--- src/rtl/io_periph_bank.sv ---
// I/O peripheral bank for the LSU window: LED/HEX/LCD output registers,
// a programmable interval timer, and synchronised switch/key inputs with sticky key-edge flags.
module io_periph_bank #(
  parameter logic [31:0] IO_BASE = 32'h1000_0000,
  parameter int          LEDR_W  = 17,
  parameter int          LEDG_W  = 8,
  parameter int          NUM_HEX = 8,
  parameter int          SW_W    = 18,
  parameter int          KEY_W   = 4
) (
  input  logic                 i_clk,
  input  logic                 i_reset,
  input  logic [31:0]          i_lsu_addr,
  input  logic [31:0]          i_st_data,
  input  logic                 i_lsu_wren,
  input  logic                 i_lsu_rden,
  input  logic [2:0]           i_bmask,
  input  logic [SW_W-1:0]      i_io_sw,
  input  logic [KEY_W-1:0]     i_io_key,
  output logic                 o_hit,
  output logic [31:0]          o_ld_data,
  output logic                 o_ld_valid,
  output logic [LEDR_W-1:0]    o_io_ledr,
  output logic [LEDG_W-1:0]    o_io_ledg,
  output logic [7*NUM_HEX-1:0] o_io_hex,
  output logic [31:0]          o_io_lcd,
  output logic                 o_tmr_irq,
  output logic                 o_key_irq
);

  localparam logic [14:0] A_LEDR  = 15'h0000;
  localparam logic [14:0] A_LEDG  = 15'h0400;
  localparam logic [14:0] A_HEX0  = 15'h0800;
  localparam logic [14:0] A_HEX1  = 15'h0801;
  localparam logic [14:0] A_BLANK = 15'h0802;
  localparam logic [14:0] A_LCD   = 15'h1000;
  localparam logic [14:0] A_KEY   = 15'h1400;
  localparam logic [14:0] A_KEDGE = 15'h1401;
  localparam logic [14:0] A_CNT   = 15'h1800;
  localparam logic [14:0] A_CMP   = 15'h1801;
  localparam logic [14:0] A_CTRL  = 15'h1802;
  localparam logic [14:0] A_SW    = 15'h4000;

  // Masks keep HEX data and blank bits for digits at or above NUM_HEX cleared.
  localparam logic [63:0] HEX_MASK   = (64'd1 << (4 * NUM_HEX)) - 64'd1;
  localparam logic [15:0] BLANK_MASK = 16'((32'd1 << NUM_HEX) - 32'd1);

  function automatic logic [6:0] seg7(input logic [3:0] n);
    case (n)
      4'h0: seg7 = 7'h40;  4'h1: seg7 = 7'h79;  4'h2: seg7 = 7'h24;  4'h3: seg7 = 7'h30;
      4'h4: seg7 = 7'h19;  4'h5: seg7 = 7'h12;  4'h6: seg7 = 7'h02;  4'h7: seg7 = 7'h78;
      4'h8: seg7 = 7'h00;  4'h9: seg7 = 7'h10;  4'hA: seg7 = 7'h08;  4'hB: seg7 = 7'h03;
      4'hC: seg7 = 7'h46;  4'hD: seg7 = 7'h21;  4'hE: seg7 = 7'h06;  default: seg7 = 7'h0E;
    endcase
  endfunction

  logic [31:0]       off, wmask, wdata, rdata;
  logic [14:0]       word;
  logic [3:0]        lanes;
  logic              misaligned, we, tmr_match;
  logic [KEY_W-1:0]  key_set, key_clr;

  logic [LEDR_W-1:0] ledr_q, ledr_d;
  logic [LEDG_W-1:0] ledg_q, ledg_d;
  logic [63:0]       hex_data_q, hex_data_d;
  logic [15:0]       hex_blank_q, hex_blank_d;
  logic [31:0]       lcd_q, lcd_d;
  logic [KEY_W-1:0]  key_s1_q, key_s1_d, key_s2_q, key_s2_d, key_prev_q, key_prev_d;
  logic [KEY_W-1:0]  key_edge_q, key_edge_d;
  logic [SW_W-1:0]   sw_s1_q, sw_s1_d, sw_s2_q, sw_s2_d;
  logic [31:0]       tmr_cnt_q, tmr_cnt_d, tmr_cmp_q, tmr_cmp_d;
  logic              tmr_en_q, tmr_en_d, tmr_auto_q, tmr_auto_d, tmr_status_q, tmr_status_d;
  logic [31:0]       ld_data_q, ld_data_d;
  logic              ld_valid_q, ld_valid_d;

  always_comb begin
    off   = i_lsu_addr - IO_BASE;
    o_hit = off < 32'h0001_1000;
    word  = off[16:2];

    lanes      = 4'b0000;
    misaligned = 1'b0;
    case (i_bmask)
      3'b001: lanes = 4'b0001 << off[1:0];
      3'b010: begin lanes = 4'b0011 << off[1:0]; misaligned = off[0]; end
      3'b100: begin lanes = 4'b1111; misaligned = |off[1:0]; end
      default: lanes = 4'b0000;
    endcase
    we = i_lsu_wren & o_hit & ~misaligned & (|lanes);
    for (int k = 0; k < 4; k++) wmask[8*k +: 8] = {8{lanes[k]}};
    wdata = i_st_data << {off[1:0], 3'b000};

    ledr_d      = ledr_q;
    ledg_d      = ledg_q;
    hex_data_d  = hex_data_q;
    hex_blank_d = hex_blank_q;
    lcd_d       = lcd_q;
    tmr_cmp_d   = tmr_cmp_q;
    tmr_en_d    = tmr_en_q;
    tmr_auto_d  = tmr_auto_q;
    if (we && word == A_LEDR)
      ledr_d = (ledr_q & ~wmask[LEDR_W-1:0]) | (wdata[LEDR_W-1:0] & wmask[LEDR_W-1:0]);
    if (we && word == A_LEDG)
      ledg_d = (ledg_q & ~wmask[LEDG_W-1:0]) | (wdata[LEDG_W-1:0] & wmask[LEDG_W-1:0]);
    if (we && word == A_HEX0)
      hex_data_d[31:0] = (hex_data_q[31:0] & ~wmask) | (wdata & wmask);
    if (we && word == A_HEX1)
      hex_data_d[63:32] = (hex_data_q[63:32] & ~wmask) | (wdata & wmask);
    hex_data_d = hex_data_d & HEX_MASK;
    if (we && word == A_BLANK)
      hex_blank_d = ((hex_blank_q & ~wmask[15:0]) | (wdata[15:0] & wmask[15:0])) & BLANK_MASK;
    if (we && word == A_LCD)
      lcd_d = (lcd_q & ~wmask) | (wdata & wmask);
    if (we && word == A_CMP)
      tmr_cmp_d = (tmr_cmp_q & ~wmask) | (wdata & wmask);
    if (we && word == A_CTRL) begin
      tmr_en_d   = wmask[0] ? wdata[0] : tmr_en_q;
      tmr_auto_d = wmask[1] ? wdata[1] : tmr_auto_q;
    end

    // A software write to the count takes priority over the running increment.
    tmr_match = tmr_en_q && (tmr_cnt_q == tmr_cmp_q);
    tmr_cnt_d = tmr_cnt_q;
    if (tmr_en_q) tmr_cnt_d = (tmr_match && tmr_auto_q) ? 32'd0 : tmr_cnt_q + 32'd1;
    if (we && word == A_CNT) tmr_cnt_d = (tmr_cnt_q & ~wmask) | (wdata & wmask);
    tmr_status_d = (tmr_status_q & ~(we && word == A_CTRL && wmask[2] && wdata[2])) | tmr_match;

    key_s1_d   = i_io_key;
    key_s2_d   = key_s1_q;
    key_prev_d = key_s2_q;
    sw_s1_d    = i_io_sw;
    sw_s2_d    = sw_s1_q;
    key_set    = key_prev_q & ~key_s2_q;
    key_clr    = (we && word == A_KEDGE) ? (wdata[KEY_W-1:0] & wmask[KEY_W-1:0]) : '0;
    key_edge_d = (key_edge_q & ~key_clr) | key_set;

    rdata = 32'd0;
    if (i_lsu_rden && o_hit) begin
      case (word)
        A_LEDR:  rdata = 32'(ledr_q);
        A_LEDG:  rdata = 32'(ledg_q);
        A_HEX0:  rdata = hex_data_q[31:0];
        A_HEX1:  rdata = hex_data_q[63:32];
        A_BLANK: rdata = 32'(hex_blank_q);
        A_LCD:   rdata = lcd_q;
        A_KEY:   rdata = 32'(key_s2_q);
        A_KEDGE: rdata = 32'(key_edge_q);
        A_CNT:   rdata = tmr_cnt_q;
        A_CMP:   rdata = tmr_cmp_q;
        A_CTRL:  rdata = {29'd0, tmr_status_q, tmr_auto_q, tmr_en_q};
        A_SW:    rdata = 32'(sw_s2_q);
        default: rdata = 32'd0;
      endcase
    end
    ld_data_d  = rdata;
    ld_valid_d = i_lsu_rden & o_hit;
  end

  always_ff @(posedge i_clk or negedge i_reset) begin
    if (!i_reset) begin
      ledr_q       <= '0;
      ledg_q       <= '0;
      hex_data_q   <= '0;
      hex_blank_q  <= '0;
      lcd_q        <= '0;
      key_s1_q     <= '1;
      key_s2_q     <= '1;
      key_prev_q   <= '1;
      key_edge_q   <= '0;
      sw_s1_q      <= '0;
      sw_s2_q      <= '0;
      tmr_cnt_q    <= '0;
      tmr_cmp_q    <= '0;
      tmr_en_q     <= 1'b0;
      tmr_auto_q   <= 1'b0;
      tmr_status_q <= 1'b0;
      ld_data_q    <= '0;
      ld_valid_q   <= 1'b0;
    end else begin
      ledr_q       <= ledr_d;
      ledg_q       <= ledg_d;
      hex_data_q   <= hex_data_d;
      hex_blank_q  <= hex_blank_d;
      lcd_q        <= lcd_d;
      key_s1_q     <= key_s1_d;
      key_s2_q     <= key_s2_d;
      key_prev_q   <= key_prev_d;
      key_edge_q   <= key_edge_d;
      sw_s1_q      <= sw_s1_d;
      sw_s2_q      <= sw_s2_d;
      tmr_cnt_q    <= tmr_cnt_d;
      tmr_cmp_q    <= tmr_cmp_d;
      tmr_en_q     <= tmr_en_d;
      tmr_auto_q   <= tmr_auto_d;
      tmr_status_q <= tmr_status_d;
      ld_data_q    <= ld_data_d;
      ld_valid_q   <= ld_valid_d;
    end
  end

  always_comb begin
    o_io_hex = '0;
    for (int d = 0; d < NUM_HEX; d++)
      o_io_hex[7*d +: 7] = hex_blank_q[d] ? 7'h7F : seg7(hex_data_q[4*d +: 4]);
  end

  assign o_ld_data  = ld_data_q;
  assign o_ld_valid = ld_valid_q;
  assign o_io_ledr  = ledr_q;
  assign o_io_ledg  = ledg_q;
  assign o_io_lcd   = lcd_q;
  assign o_tmr_irq  = tmr_status_q;
  assign o_key_irq  = |key_edge_q;

endmodule

--- config.mk ---
export PLATFORM = sky130hd
export DESIGN_NAME = io_periph_bank
export DESIGN_NICKNAME = d
export VERILOG_FILES = /design/src/rtl/io_periph_bank.sv
export SDC_FILE = /design/constraint.sdc
export NUM_CORES = 1
export LEC_CHECK = 0
export CELL_PAD_IN_SITES_DETAIL_PLACEMENT = 2
export CELL_PAD_IN_SITES_GLOBAL_PLACEMENT = 2
export CORE_UTILIZATION = 30
export DETAILED_ROUTE_END_ITERATION = 8
export PLACE_DENSITY_LB_ADDON = 0.05
export SETUP_SLACK_MARGIN = 0.2
export SLEW_MARGIN = 20
export SYNTH_ARGS = -nofsm -noshare
export SYNTH_HDL_FRONTEND = slang
export SYNTH_SLANG_ARGS = --single-unit
--- constraint.sdc ---
create_clock -name i_clk -period 2.2 [get_ports i_clk]
set_input_delay 0.55 -clock i_clk [delete_from_list [all_inputs] [get_ports i_clk]]
set_output_delay 0.55 -clock i_clk [all_outputs]
set_load 0.05 [all_outputs]
==> metrics, run 1 <==
grt total ovfl 0; largest net degree at the start of global routing 74; vias after detailed routing 15,672; Worst R2R Setup Slack -0.36 ns; Cell Area, Placed 0.0198 mm²; most common cell in the netlist nand2_1; Area contributors post-synth dfrtp_1 (42%), nand2_1 (6.5%), o21ai_0 (5.4%); reg2reg path depth 10; syn_nets 1,668; total track usage 29.6%; synth unique cells 76; Hold/Removal Path Class input pin to flop; Hold EP key_s1_q[3]$_DFF_PN1_; maximum fanout along the worst path 4; first-pass GRT wire length 107 mm; Root Driver clkbuf_16; Detailed Routing Iterations Pass 1 5; Mapped Area 0.0140 mm²; RD Place Congestion 0.881; H-tree depth 1; Iter 0 DRT Violations 1,010; Final Hold Fails 0; WP data arrival 2.22 ns; CP Capture Type output pin; number of buffers created by CTS 31; DR WL/cell 30.0 µm; Fillers 4,417; initial antenna violation count 1; Mapped Cells 1,526; top-area cell type share of the netlist area 42.3%; Synth Warn # 0; chip height 218 µm; sequential cell area 0.00629 mm²; Final Slew Violations 0; PwrDens 440 mW/mm²; fmax 0.362 GHz; ys async rst share 100%; vias in the first global route 17,072; Die X 218 µm; final worst setup slack -0.566 ns; Hold Path Depth 1; share of layout cells above drive strength 1 57.5%; Core Area 0.0458 mm²; CTS tree done; Post-DRT Antenna Nets 0; slew margin rel. 49.4%; clk sink count 249; Max clock buf depth 3; Leakage 10.9 nW; average cell area after synthesis 9.19 µm²; FP Rows 78; pre-CTS worst setup slack -1.01 ns; min-delay src i_io_key[3]; worst hold slack 0.345 ns; Post-synth EDFFs 0; Slew @ Worst Pin 0.759 ns; failing checks setup timing; Inst Count DP 2,545; min cycle time layout 2.77 ns; HPWL Detailed 46.6 mm; WS Path Type flop to output pin; Layout area overhead 79.9%; design area 0.0252 mm²; diode count 0; drc violations 0; Setup Viol. Count Final 89; largest area contributor in the netlist dfrtp_1; num ports 242; register area share after synthesis 44.5%; Worst-Skew Late Latency 0.63 ns; commonest cells in the netlist nand2_1 (244), dfrtp_1 (237), o21ai_0 (151), nor2_1 (99), clkbuf_1 (63); Synth Flop Type dfrtp_1; PortBufs 241; Clock Skew 0.0338 ns; Yosys reg bits 249; Finished Layout Cells 2,747; Worst Path Required 1.65 ns; RSZ-0062 raised after global routing yes; Die ar. 0.0476 mm²; CP Launch Type flop; maximum vdd drop 490 µV; status complete, but fails checks; Reg clk slew, reported paths 0.06 ns; starting density of the core 30.6%; vias per cell 5.71; Final nets 2,265; final WL 82.4 mm; Final period util 126%; area of the multi-input gates 0.0101 mm²; Max Cap Viol 0
-- where the power goes --
group | total [W] | internal [W] | switching (W)
sequential | 0.00466 | 0.00463 | 0.0000259
combinational | 0.000864 | 0.000356 | 0.000508
clock | 0.00557 | 0.00331 | 0.00226
total | 0.0111 | 0.00830 | 0.00280
-- area by class of cell --
| class | count | area share, % |
|---|---|---|
| clock buffer | 48 | 3.76 |
| sequential | 249 | 24.9 |
| multi-input combinational | 1139 | 40.1 |
| tap | 600 | 2.98 |
| clock inverter | 9 | 0.555 |
| timing repair buffer | 655 | 26.8 |
| inverter | 47 | 0.843 |
-- what timing repair did --
item                                    CTS  global route
setup buffers                            96            30
hold buffers                              1             0
cloned                                   17             1
endpoints found under the setup margin  284           264
resized for setup                       750           274
pin swaps                               232           119
endpoints found under the hold margin    20             0
-- per-stage QoR --
stage / util, % / TNS [ns] / power [W]
final: 55.1 / -26.90 / 0.0111
after global routing: 55.1 / -31.12 / 0.0113
after global placement: 43.3 / -131.13 / 0.00550
after detailed placement: 43.3 / -149.29 / 0.00552
after floorplan: - / -22.01 / 0.00492
after CTS: 52.5 / -18.65 / 0.0110
-- metal layers --
metal	global-route usage [%]	vias up	share of wire, %
li1	-	6684	-
met1	36.9	8229	40
met2	54.0	547	51
met3	3.22	210	4.8
met4	7.11	2	4.0
met5	0	-	0.013
-- worst max-delay path: stages, from the launching register on --
cell and delay, ns:
dfrtp_2 0.42, inv_4 0.06, ha_4 0.26, inv_2 0.04
mux4_2 0.44, or2_4 0.24, buf_8 0.15
-- cell families (layout without fill, tap and decap cells) --
group / Yosys count / after routing / share of synthesized area (%)
muxes: 73 / 73 / 5.51
xor gates and xnor gates: 27 / 27 / 1.69
DFF: 249 / 249 / 44.5
and+or+nand+nor: 523 / 529 / 17.8
AOI/OAI and AO/OA: 461 / 461 / 21.8
adders and majority gates: 49 / 49 / 4.37
buffers and inverters: 144 / 759 / 4.29
-- layout by cell type (no fill, tap or decap), types with 29 or more instances in the layout --
master,count
dfrtp_1,210
a21oi_1,40
nand2_1,97
clkbuf_16,32
buf_12,90
buf_4,350
clkdlybuf4s50_1,56
mux2i_1,45
nand2_4,87
ha_4,37
o21ai_1,45
a22oi_1,34
nand2_2,63
buf_6,78
inv_1,29
nor2_1,69
o21ai_2,103
-- how the worst max path moves through the flow --
stage | cells after the start | startpoint | end | slack (ns)
6_report | 6 | flop | o_io_hex[52] | -0.57
4_1_cts | 6 | flop | o_io_hex[52] | -0.54
2_1_floorplan | 8 | i_lsu_addr[1] | flop | -0.30
5_1_grt | 6 | flop | o_io_hex[52] | -0.59
3_5_place_dp | 8 | i_bmask[2] | flop | -1.01
3_3_place_gp | 8 | i_bmask[2] | flop | -0.95
Power figures use the tool's default switching activity.
==> run 2: changes to the inputs <==
==> constraint.sdc (replaced) <==
create_clock -name i_clk -period 2.2 [get_ports i_clk]
set_input_delay 0.66 -clock i_clk [delete_from_list [all_inputs] [get_ports i_clk]]
set_output_delay 0.66 -clock i_clk [all_outputs]
set_load 0.05 [all_outputs]
==> metrics, run 2 (same netlist as run 1, synthesis figures left out) <==
P_sw 0.00283 W (+1.3%); Leakage 11.2 nW (+3.1%); min cycle time layout 2.91 ns (+0.146 ns); grt total ovfl 0 (unchanged); starting density of the core 30.6% (unchanged); Worst-Skew Late Latency 0.60 ns (-0.03 ns); Final period util 132% (+6.6 points); vias after detailed routing 16,195 (+3.3%); clk sink count 249 (unchanged); vias in the first global route 16,897 (-1.0%); first-pass GRT wire length 108 mm (+0.70%); Cell Chain, Critical Path inv_4 -> ha_4 -> inv_2 -> mux4_2 -> or2_4 -> buf_8; PwrDens 428 mW/mm² (-2.6%); Clock power frac 50.0% (-0.2 points); reg2reg path depth 9 (-1); Final Slew Violations 0 (unchanged); Sw Share 25.4% (+0.16 points); Core Area 0.0458 mm² (unchanged); status complete, but fails checks; Final Hold Fails 0 (unchanged); initial antenna violation count 1 (unchanged); H-tree depth 1 (unchanged); final worst setup slack -0.712 ns (-0.146 ns); slowest cell delay on critical path 0.45 ns (about the same); register share of total power 41.7% (-0.3 points); RSZ-0062 raised after global routing yes; WS Path Type flop to output pin; drc violations 0 (unchanged); number of buffers created by CTS 30 (-3.2%); internal power 0.00834 W (+0.45%); Root Driver clkbuf_16; final WL 89.5 mm (+8.5%); worst hold slack 0.353 ns (+0.00801 ns); failing checks setup timing; most frequent cells in the layout buf_4 (398), dfrtp_1 (205), buf_6 (114); Max Cap Viol 0 (unchanged); Crit. path cell count 6 (unchanged); Final nets 2,312 (+2.1%); CP Capture Type output pin; pre-CTS worst setup slack -1.21 ns (-0.206 ns); CP Launch Type flop; Hold/Removal Path Class flop to flop; Inst Count DP 2,575 (+1.2%); total track usage 29.9% (+0.36 points); Comb pwr share 8.4% (+0.6 points); share of layout cells above drive strength 1 62.2% (+4.7 points); Finished Layout Cells 2,794 (+1.7%); Slew @ Worst Pin 0.970 ns (+0.212 ns); CP Buf/Inv Count 3 (unchanged); CTS tree done; PortBufs 241 (unchanged); Setup Viol. Count Final 184 (+110%); Layout area overhead 86.0%; largest net degree at the start of global routing 65 (-12%); Iter 0 DRT Violations 1,049 (+3.9%); Die ar. 0.0476 mm² (unchanged); HPWL Detailed 47.5 mm (+2.0%); fmax 0.343 GHz (-5.0%); slew margin rel. 35.3% (-14 points); Crit-path slowest cell mux4_2; Max clock buf depth 3 (unchanged); min-delay src key_s1_q[3]$_DFF_PN1_; setup TNS -43.15 ns (-16.26 ns); Fillers 4,305 (-2.5%); FP Rows 78 (unchanged); maximum fanout along the worst path 5 (+1); diode count 0 (unchanged); Reg clk slew, reported paths 0.06 ns (about the same); CP delay by family, top multiplexers; RD Place Congestion 0.868 (-1.5%); WP data arrival 2.25 ns (+0.03 ns); DR WL/cell 32.0 µm (+6.7%); Post-DRT Antenna Nets 0 (unchanged); Clock Skew 0.0229 ns (-0.0109 ns); fin util 57.0% (+1.9 points); most common cell after layout, fill and taps aside buf_4; Hold Path Depth 0 (-1); Die X 218 µm (unchanged); Worst Path Required 1.54 ns (-0.11 ns); num ports 242 (unchanged); vias per cell 5.80 (+1.6%); chip height 218 µm (unchanged); maximum vdd drop 556 µV (+14%); Detailed Routing Iterations Pass 1 5 (unchanged)
==> run 2: cell count changes in the layout (fill, tap and decap cells not counted), moves of 8 or more <==
cell / before / now
a211o_1: 24 / 15
a211o_4: 0 / 8
a21oi_1: 40 / 32
a22oi_1: 34 / 26
a22oi_2: 25 / 33
a31oi_1: 21 / 12
buf_12: 90 / 79
buf_4: 350 / 398
buf_6: 78 / 114
clkbuf_2: 13 / 5
clkdlybuf4s15_1: 15 / 2
clkdlybuf4s15_2: 9 / 1
nor2_2: 14 / 23
o21ai_2: 103 / 112
==> run 2: final cells by class <==
cell class / count / area [µm²] / area share, %
multi-input combinational: 1138 / 10600 / 40.5
clock buffer: 48 / 920 / 3.53
tap: 600 / 751 / 2.88
inverter: 47 / 213 / 0.816
clock inverter: 8 / 150 / 0.576
sequential: 249 / 6300 / 24.1
timing repair buffer: 704 / 7180 / 27.6
==> run 2: timing repair <==
item / CTS / global route
endpoints found under the setup margin: 258 / 258
pin swaps: 219 / 191
endpoints found under the hold margin: 23 / 0
hold buffers: 1 / 0
buffers inserted: 92 / 51
cloned: 11 / 8
gates resized for setup: 660 / 444
==> run 2: worst paths after layout <==
path                                      endpoint  slack [ns]
setup / recovery                      o_io_hex[52]       -0.71
hold / removal             key_prev_d[3]$_DFF_PN1_        0.35
setup reg to reg                              flop       -0.35
hold reg to reg            key_prev_d[3]$_DFF_PN1_        0.35
max in group asynchronous                async pin        0.83
min in group asynchronous                async pin        0.54
==> run 2: worst register-to-register path: stages, from the launching register on <==
cell      delay, ns
dfrtp_1        0.45
xnor2_1        0.28
buf_4          0.19
nand4_1        0.09
or4_4          0.46
nor4_4         0.32
nor2_4         0.14
buf_8          0.18
nand2_1        0.11
o211ai_1       0.15
==> run 2: metal layers <==
metal	vias up	share of wire [%]	track usage [%]
met1	8535	39	38.4
met5	-	0.013	0
li1	6788	-	-
met2	639	51	52.9
met3	231	5.3	3.51
met4	2	4.2	7.72
==> run 2: metrics by stage <==
stage	total power, W	area (µm²)
6_report	0.0112	26100
5_1_grt	0.0114	26100
4_1_cts	0.0109	23900
3_5_place_dp	0.00552	20000
3_3_place_gp	0.00551	20000
2_1_floorplan	0.00493	14600
==> run 2: power groups by stage <==
stage	registers, W	logic [W]	clock network, W
6_report	0.00466	0.000933	0.00558
5_1_grt	0.00466	0.000966	0.00577
4_1_cts	0.00465	0.000829	0.00546
3_5_place_dp	0.00473	0.000790	0
3_3_place_gp	0.00473	0.000775	0
2_1_floorplan	0.00473	0.000199	0
==> run 3: changes to the inputs <==
Settings changed: GPL_ROUTABILITY_DRIVEN set to 0.
==> results of run 3 <==
Same layout as run 2: the final DEF is identical, and so are final timing and power.
